File: src/rtl/rate_mult_bank_if.sv
// Rate-word load port for rate_mult_bank: a valid/ready handshake that carries
// the target channel and the new rate word.
interface rate_mult_bank_if #(
    parameter int WIDTH = 8,
    parameter int CHW   = 2
);
    logic             rate_valid;
    logic             rate_ready;
    logic [CHW-1:0]   rate_ch;
    logic [WIDTH-1:0] rate_data;

    modport master (
        output rate_valid,
        output rate_ch,
        output rate_data,
        input  rate_ready
    );

    modport slave (
        input  rate_valid,
        input  rate_ch,
        input  rate_data,
        output rate_ready
    );
endinterface

File: src/rtl/rate_mult_bank.sv
// Multi-channel binary rate multiplier. One shared up-counter Y advances on X;
// each channel emits exactly C[ch] pulses per 2^WIDTH enabled cycles. New rate
// words are staged in a shadow register and only become active at counter wrap,
// so every period is an exact one.
module rate_mult_bank #(
    parameter int WIDTH    = 8,
    parameter int CHANNELS = 4,
    parameter int CHW      = (CHANNELS > 1) ? $clog2(CHANNELS) : 1
) (
    input  logic                CK,
    input  logic                Reset,
    input  logic                X,
    input  logic                Clear,
    rate_mult_bank_if.slave     rate,
    output logic [WIDTH-1:0]    Y,
    output logic                W,
    output logic [CHANNELS-1:0] Z,
    output logic [CHANNELS-1:0] pending
);

    logic [WIDTH-1:0]    rate_c [CHANNELS];
    logic [WIDTH-1:0]    rate_s [CHANNELS];
    logic [WIDTH-1:0]    first_zero;
    logic [CHANNELS-1:0] pulse_next;
    logic                all_ones;
    logic                wrap;
    logic                load_fire;

    // The port only refuses loads while Reset is being applied.
    assign rate.rate_ready = ~Reset;
    assign load_fire       = rate.rate_valid & rate.rate_ready;
    assign all_ones        = &Y;
    assign wrap            = X & all_ones;

    // Pulse decision: the lowest zero bit of Y sits at position k (the number
    // of trailing ones), and channel ch pulses when C[ch][WIDTH-1-k] is set.
    // ~Y & (Y+1) is one-hot on that bit and zero when Y is all ones, which
    // gives the "no pulse on the wrap cycle" case for free.
    always_comb begin
        first_zero = ~Y & (Y + WIDTH'(1));
        pulse_next = '0;
        for (int ch = 0; ch < CHANNELS; ch++) begin
            for (int i = 0; i < WIDTH; i++) begin
                pulse_next[ch] = pulse_next[ch] | (rate_c[ch][WIDTH-1-i] & first_zero[i]);
            end
        end
    end

    // Counter, registered outputs and the shadow/active rate registers.
    always_ff @(posedge CK) begin
        if (Reset) begin
            Y       <= '0;
            Z       <= '0;
            W       <= 1'b0;
            pending <= '0;
            for (int ch = 0; ch < CHANNELS; ch++) begin
                rate_c[ch] <= '0;
                rate_s[ch] <= '0;
            end
        end else begin
            if (Clear) begin
                Y <= '0;
                Z <= '0;
                W <= 1'b0;
            end else begin
                if (X) begin
                    Y <= Y + WIDTH'(1);
                end
                Z <= X ? pulse_next : '0;
                W <= wrap;
            end
            for (int ch = 0; ch < CHANNELS; ch++) begin
                // The old shadow word is promoted first so that a load landing
                // on the wrap cycle stays pending for the following wrap.
                if (!Clear && wrap && pending[ch]) begin
                    rate_c[ch]  <= rate_s[ch];
                    pending[ch] <= 1'b0;
                end
                if (load_fire && (rate.rate_ch == CHW'(ch))) begin
                    rate_s[ch]  <= rate.rate_data;
                    pending[ch] <= 1'b1;
                end
            end
        end
    end

endmodule
File: src/flat_wrapper.sv
// flat-port wrapper written by rule: the top's interface ports become plain ports
module rate_mult_bank_flat 
#(
    parameter int WIDTH    = 8,
    parameter int CHANNELS = 4,
    parameter int CHW      = (CHANNELS > 1) ? $clog2(CHANNELS) : 1
)
  (CK, Reset, X, Clear, Y, W, Z, pending, rate_rate_valid, rate_rate_ch, rate_rate_data, rate_rate_ready);
  rate_mult_bank_if #(.WIDTH(WIDTH), .CHW(CHW)) rate_i ();
  input  logic CK;
  input  logic Reset;
  input  logic X;
  input  logic Clear;
  output logic [WIDTH-1:0] Y;
  output logic W;
  output logic [CHANNELS-1:0] Z;
  output logic [CHANNELS-1:0] pending;
  input wire logic [$bits(rate_i.rate_valid)-1:0] rate_rate_valid;
  input wire logic [$bits(rate_i.rate_ch)-1:0] rate_rate_ch;
  input wire logic [$bits(rate_i.rate_data)-1:0] rate_rate_data;
  output wire logic [$bits(rate_i.rate_ready)-1:0] rate_rate_ready;
  assign rate_i.rate_valid = rate_rate_valid;
  assign rate_i.rate_ch = rate_rate_ch;
  assign rate_i.rate_data = rate_rate_data;
  assign rate_rate_ready = rate_i.rate_ready;
  rate_mult_bank #(.WIDTH(WIDTH), .CHANNELS(CHANNELS), .CHW(CHW)) u_core (.CK(CK), .Reset(Reset), .X(X), .Clear(Clear), .rate(rate_i), .Y(Y), .W(W), .Z(Z), .pending(pending));
endmodule
File: config.mk
export PLATFORM = sky130hd
export DESIGN_NAME = rate_mult_bank_flat
export DESIGN_NICKNAME = d
export VERILOG_FILES = /design/src/rtl/rate_mult_bank_if.sv /design/src/rtl/rate_mult_bank.sv /design/src/flat_wrapper.sv
export SDC_FILE = /design/constraint.sdc
export NUM_CORES = 1
export LEC_CHECK = 0
export ABC_AREA = 1
export CAP_MARGIN = 20
export CELL_PAD_IN_SITES_DETAIL_PLACEMENT = 0
export CELL_PAD_IN_SITES_GLOBAL_PLACEMENT = 1
export CORE_MARGIN = 10
export CORE_UTILIZATION = 48
export DETAILED_ROUTE_END_ITERATION = 8
export PLACE_DENSITY = 0.87
export SETUP_SLACK_MARGIN = 0.2
export SLEW_MARGIN = 20
export SYNTH_ARGS = -nofsm -noshare
export SYNTH_HDL_FRONTEND = slang
export SYNTH_SLANG_ARGS = --single-unit
File: constraint.sdc
create_clock -name CK -period 2.9 [get_ports CK]
set_input_delay 0.29 -clock CK [delete_from_list [all_inputs] [get_ports CK]]
set_output_delay 0.29 -clock CK [all_outputs]
set_load 0.02 [all_outputs]
# ---- Word level (Yosys, flattened, before mapping)
# Memories as Yosys holds them, arrays and structs flattened.
# Cells that the tools add are included.
dict set report word_totals {
  register_bits 17
  ram_bits 64
  input_bits 15
  output_inout_bits 18
  wordCells 147
  mem_count 2
}
dict set report classes {
  n_addsub 1
  eq_ne 3
  n_mux 42
  bitwise_logic 74
  reduce_logical 18
}
# memory words word_bits rd rd_clocked_by_memory_dff wr line_no
set memory_table {}
lappend memory_table {u_core.rate_c 4 8 4 0 4 rate_mult_bank.sv:21} ;# logic [WIDTH-1:0] rate_c [CHANNELS];
lappend memory_table {u_core.rate_s 4 8 4 0 4 rate_mult_bank.sv:22} ;# logic [WIDTH-1:0] rate_s [CHANNELS];
# operator count
set ops {}
lappend ops {{$mux W8} 8}
lappend ops {{$or A1 B1 Y1} 36}
lappend ops {{$and A1 B1 Y1} 34}
lappend ops {{$mux W1} 34}
lappend ops {{$logic_and A1 B1 Y1} 9}
lappend ops {{$add A8 B1 Y8 const B} 1}
lappend ops {{$and A8 B8 Y8} 1}
lappend ops {{$not A8 Y8} 1}
lappend ops {{$reduce_and A8 Y1} 1}
lappend ops {{$reduce_bool A2 Y1} 4}
lappend ops {{$eq A2 B2 Y1 const B} 2}
lappend ops {{$reduce_or A3 Y1} 1}
lappend ops {{$eq A2 B1 Y1 const B} 1}
lappend ops {{$logic_not A2 Y1} 1}
lappend ops {{$not A1 Y1} 2}
lappend ops {{$reduce_or A2 Y1} 1}
lappend ops {{$logic_not A1 Y1} 1}

# ---- Logic depth before layout (Yosys ltp)
dict set report logic_depth {
  depth_word 10
  mapped_depth 8
  mapped_depth_nobuf 8
}

# ---- Worst setup path after synthesis
# No wires, ideal clock.
dict set report synth_path {
  kind {register to register}
  from {register u_core.Y[0]}
  to {memory u_core.rate_c[2][0] (enable)}
  setup_ps 329
  arrival_time_ps 1360
  required_time_ps 2571
  slack_ps 1212
  stages_incl_launch_ff 6
  n_path_buf 0
  period_less_slack_ps 1688
  cell_sequence {dfxtp_1 -> ha_1 -> nand2_2 -> nor2_8 -> nand3_1 -> nand2_1}
}
# item line_no
set synth_rtl {}
lappend synth_rtl {{from (decl)} rate_mult_bank.sv:15} ;# output logic [WIDTH-1:0] Y,
lappend synth_rtl {{from (signal assigned)} rate_mult_bank.sv:67} ;# Y <= Y + WIDTH'(1);
lappend synth_rtl {{to (decl)} rate_mult_bank.sv:21}

# ---- Worst setup path in the final report
dict set report layout_path {
  from {register u_core.Y[0]}
  to {register u_core.Z[3]}
}
dict set report layout_via {
  elab_chain_cells 10
  elab_cells_between_ends 18
  classes_between {add/sub (1); bitwise (17)}
}
# item line_no
set layout_lines {}
lappend layout_lines {{$add A8 B1 Y8 or $not A8 Y8 (tied branches)} rate_mult_bank.sv:40} ;# first_zero = ~Y & (Y + WIDTH'(1));
lappend layout_lines {{$and A8 B8 Y8 *} rate_mult_bank.sv:40}
lappend layout_lines {{$and A1 B1 Y1} rate_mult_bank.sv:44} ;# pulse_next[ch] = pulse_next[ch] | (rate_c[ch][WIDTH-1-i] & first_zero[i]);
lappend layout_lines {{$or A1 B1 Y1 (6 in series)} rate_mult_bank.sv:44}
lappend layout_lines {{$or A1 B1 Y1 *} rate_mult_bank.sv:44}
lappend layout_lines {{to (signal assigned)} rate_mult_bank.sv:69} ;# Z <= X ? pulse_next : '0;
lappend layout_lines {{to (decl)} rate_mult_bank.sv:17} ;# output logic [CHANNELS-1:0] Z,
# Mark *: on every way between the ends. The rest lies on a longest branch, timed or not.
# A chain may end at the register's enable or synchronous reset.

==> flow_summary.ini <==
[clock_tree]
cts.sinks = 81
clock_latency_ps = 340
cts_tree = built
numCtsBuffers = 9
clk_path_buf_depth = 2
cts_root_buf = clkbuf_8
postCtsHoldBufs = 0
htreeDepth = 3
cts_resized = 0
cts_setup_buffers = 0
clk_pin_slew_ps = 80

[detailed_routing]
drtPass1Iterations = 4
ant_nets = 0
drc = 0
drt_iter0_markers = 127
wl_per_cell_um = 14.2
dr_total_vias = 2159
via_per_inst = 4.63
drt-total-wl_um = 6630

[pwr]
internal_power_uw = 1840
powerDensity_nw_per_um2 = 566
peakVddDrop_mv = 0.362
p_seq_share_pct = 56.4
power_frac_clock_pct = 37.6
combPwrFrac_pct = 5.9
p_sw_share_pct = 21.8
p_leak_uw = 0.00176
switching_power_uw = 513

[grt]
grt_pass1_wl_um = 10800
met1_usage_pct = 15.2
antenna_found_initial = 0
grt_util_met2_pct = 18.9
first_global_vias = 2115
grt_overflow_total = 0
grt_max_degree = 15
grt_busiest_layer = met2
met3_usage_pct = 3.81
grtUsageTotal_pct = 12.3

[sta]
finalCritPeriodShare_pct = 64.5
tns_ps = 0
max_slew_margin_pct = 77.0
hold_violations = 0
timing.fmax_ghz = 0.535
finalCriticalPeriod_ps = 1870
rsz0062_at_grt = false
finalSetupViolations = 0
drv_slew = 0
worstMarginPinSlew_ps = 345
skew_ps = 9.18

[placed_design]
place_hpwl_um = 4980
portBuffers = 32
placed_cells = 450
place_congestion = 0.855

[cells_and_area]
regArea_um2 = 2260
diodes = 0
syn_to_final_growth_pct = 19.3
multiInputGateArea_um2 = 1000
final_nets = 388
nFillCells = 578
fin_cells = 466
drive_gt1_share_pct = 16.5

[hold_path]
hp-start = u_core.Y[5]
holdPathEnd = u_core.Y[5]
hold_class = flip-flop to flip-flop
min_path_cells = 2

[synth]
synth_xor_area_share_pct = 0
synth_top_family_by_area = simple AND/OR/NAND/NOR gates
synthesis.nets = 344
synthAdderAreaFrac_pct = 2.87
synth_mux_area_share_pct = 0
synth_seq_cells = 81
syn_inst = 321
ys_seq_area_share_pct = 64.9
ys_types = 19
synth_compound_area_share_pct = 2.73
yosys.area_share.simple_pct = 23.2
yosysWarnings = 0
synth.cell_area_um2 = 3480
avgSynthCellArea_um2 = 10.9

[worst_setup_path]
crit_buf_inv = 0
crit_family = adder cells
r2r_slack_ps = 1030
path_max_fanout = 10
crit_chain = ha_1 > nand2_2 > nor2_8 > ha_1 > nand2_1 > o21ai_0 > nor2_1 > a21oi_1
cp-start-kind = flip-flop
cpPeakStageDelay_ps = 490
crit_type = flip-flop to flip-flop
r2r-end = u_core.Z[3]
reg2reg_depth = 8
crit_slowest_cell = dfxtp_1
cp.arrival_ps = 2150
cp.required_ps = 3180
r2r-start = u_core.Y[0]
critPathCaptureType = flip-flop
cpMostUsedCell = ha_1

[floorplanning]
start_util_pct = 50.4
core_um2 = 6910
dieHeight_um = 105
ios = 33
rows = 30
die_w_um = 105
fp.dieArea_um2 = 11100

[status]
status = complete, no violations

[flow_run]
drv_cap = 0
==> stage by stage <==
stage | util, % | hold WS (ps) | power (uW) | instance area, um^2 | setup slack (ps)
detailed placement | 57.0 | 501 | 1490 | 3940 | 834
CTS | 60.2 | 513 | 2360 | 4160 | 994
floorplan | - | 359 | 1430 | 3480 | 1210
global placement | 57.0 | 501 | 1490 | 3940 | 899
global route | 60.2 | 539 | 2430 | 4160 | 887
finish | 60.2 | 509 | 2350 | 4160 | 1030
==> registers in the layout, indices dropped and copies added (netlist names) <==
| name | count |
|---|---|
| u_core.pending | 4 |
| u_core.rate_c | 32 |
| u_core.W | 1 |
| u_core.Z | 4 |
| u_core.Y | 8 |
| u_core.rate_s | 32 |
==> cell type report <==
cell class | instances | area share, %
Inverter | 56 | 5.06
Timing Repair Buffer | 35 | 8.25
Sequential cell | 81 | 54.4
Multi-Input combinational cell | 182 | 24.1
Clock inverter | 7 | 2.29
Clock buffer | 9 | 2.98
Tap cell | 96 | 2.89
==> cells in the final DEF, fill, tap and decap left out <==
| cell | count |
|---|---|
| nor2_2 | 32 |
| clkinv_4 | 2 |
| nor3_1 | 2 |
| bufinv_16 | 2 |
| inv_2 | 1 |
| clkdlybuf4s50_1 | 32 |
| nand3_2 | 1 |
| edfxtp_1 | 64 |
| clkinvlp_4 | 1 |
| nand3_1 | 11 |
| nor2_8 | 2 |
| nor2_1 | 44 |
| clkinv_2 | 2 |
| nand2_2 | 2 |
| dfxtp_1 | 17 |
| nand2_1 | 51 |
| ha_1 | 8 |
| inv_1 | 55 |
| a21oi_1 | 11 |
| o21ai_0 | 8 |
| nand4_1 | 6 |
| buf_4 | 3 |
| nand4_4 | 4 |
| clkbuf_8 | 9 |
==> synthesized netlist by cell type <==
cell type / n / area (um^2)
edfxtp_1: 64 / 1920
inv_1: 55 / 206
nand2_1: 51 / 191
nor2_1: 44 / 165
nor2_2: 32 / 200
dfxtp_1: 17 / 340
a21oi_1: 11 / 55.1
nand3_1: 11 / 55.1
ha_1: 8 / 100
o21ai_0: 8 / 40.0
nand4_1: 6 / 37.5
nand4_4: 4 / 85.1
nand2_2: 2 / 12.5
nor2_8: 2 / 40.0
nor3_1: 2 / 10.0
buf_2: 1 / 5.00
clkbuf_1: 1 / 3.75
inv_2: 1 / 3.75
nand3_2: 1 / 10.0
==> metal layers <==
metal / share of wire (%) / vias up
met5: 0 / -
li1: - / 1130
met3: 4.8 / 10
met2: 46 / 66
met4: 1.8 / 0
met1: 47 / 953
==> how the worst max path moves through the flow <==
stage,start,endpoint,slack (ps),depth (start not counted)
after floorplan,u_core.Y[0],u_core.rate_c[2][0],1210,5
after global placement,Reset,u_core.rate_s[0][0],900,4
after detailed placement,Reset,u_core.rate_s[2][0],830,4
after CTS,u_core.Y[0],u_core.Z[3],990,8
after global routing,u_core.Y[0],u_core.Z[1],890,8
final,u_core.Y[0],u_core.Z[3],1030,8
==> worst register-to-register path, delay by kind of cell (launching register included) <==
kind | cells | cell delay, ps
adder cells (fa/ha/maj) | 2 | 590
AND/OR/NAND/NOR | 4 | 530
flip-flops | 1 | 490
AO/OA/AOI/OAI | 2 | 210
==> logic make-up after synthesis <==
kind of cell             Yosys count
AND/OR/NAND/NOR                  155
flip-flops                        81
buffers and inverters             58
AO/OA/AOI/OAI                     19
adder cells (fa/ha/maj)            8
==> power by group through the flow <==
stage / Clock (uW) / Sequential [uW] / Combinational (uW)
after CTS: 896 / 1330 / 141
after global placement: 0 / 1350 / 137
after global routing: 940 / 1330 / 155
after floorplan: 0 / 1360 / 69.5
final: 886 / 1330 / 140
after detailed placement: 0 / 1350 / 140
Power figures use the tool's default switching activity.
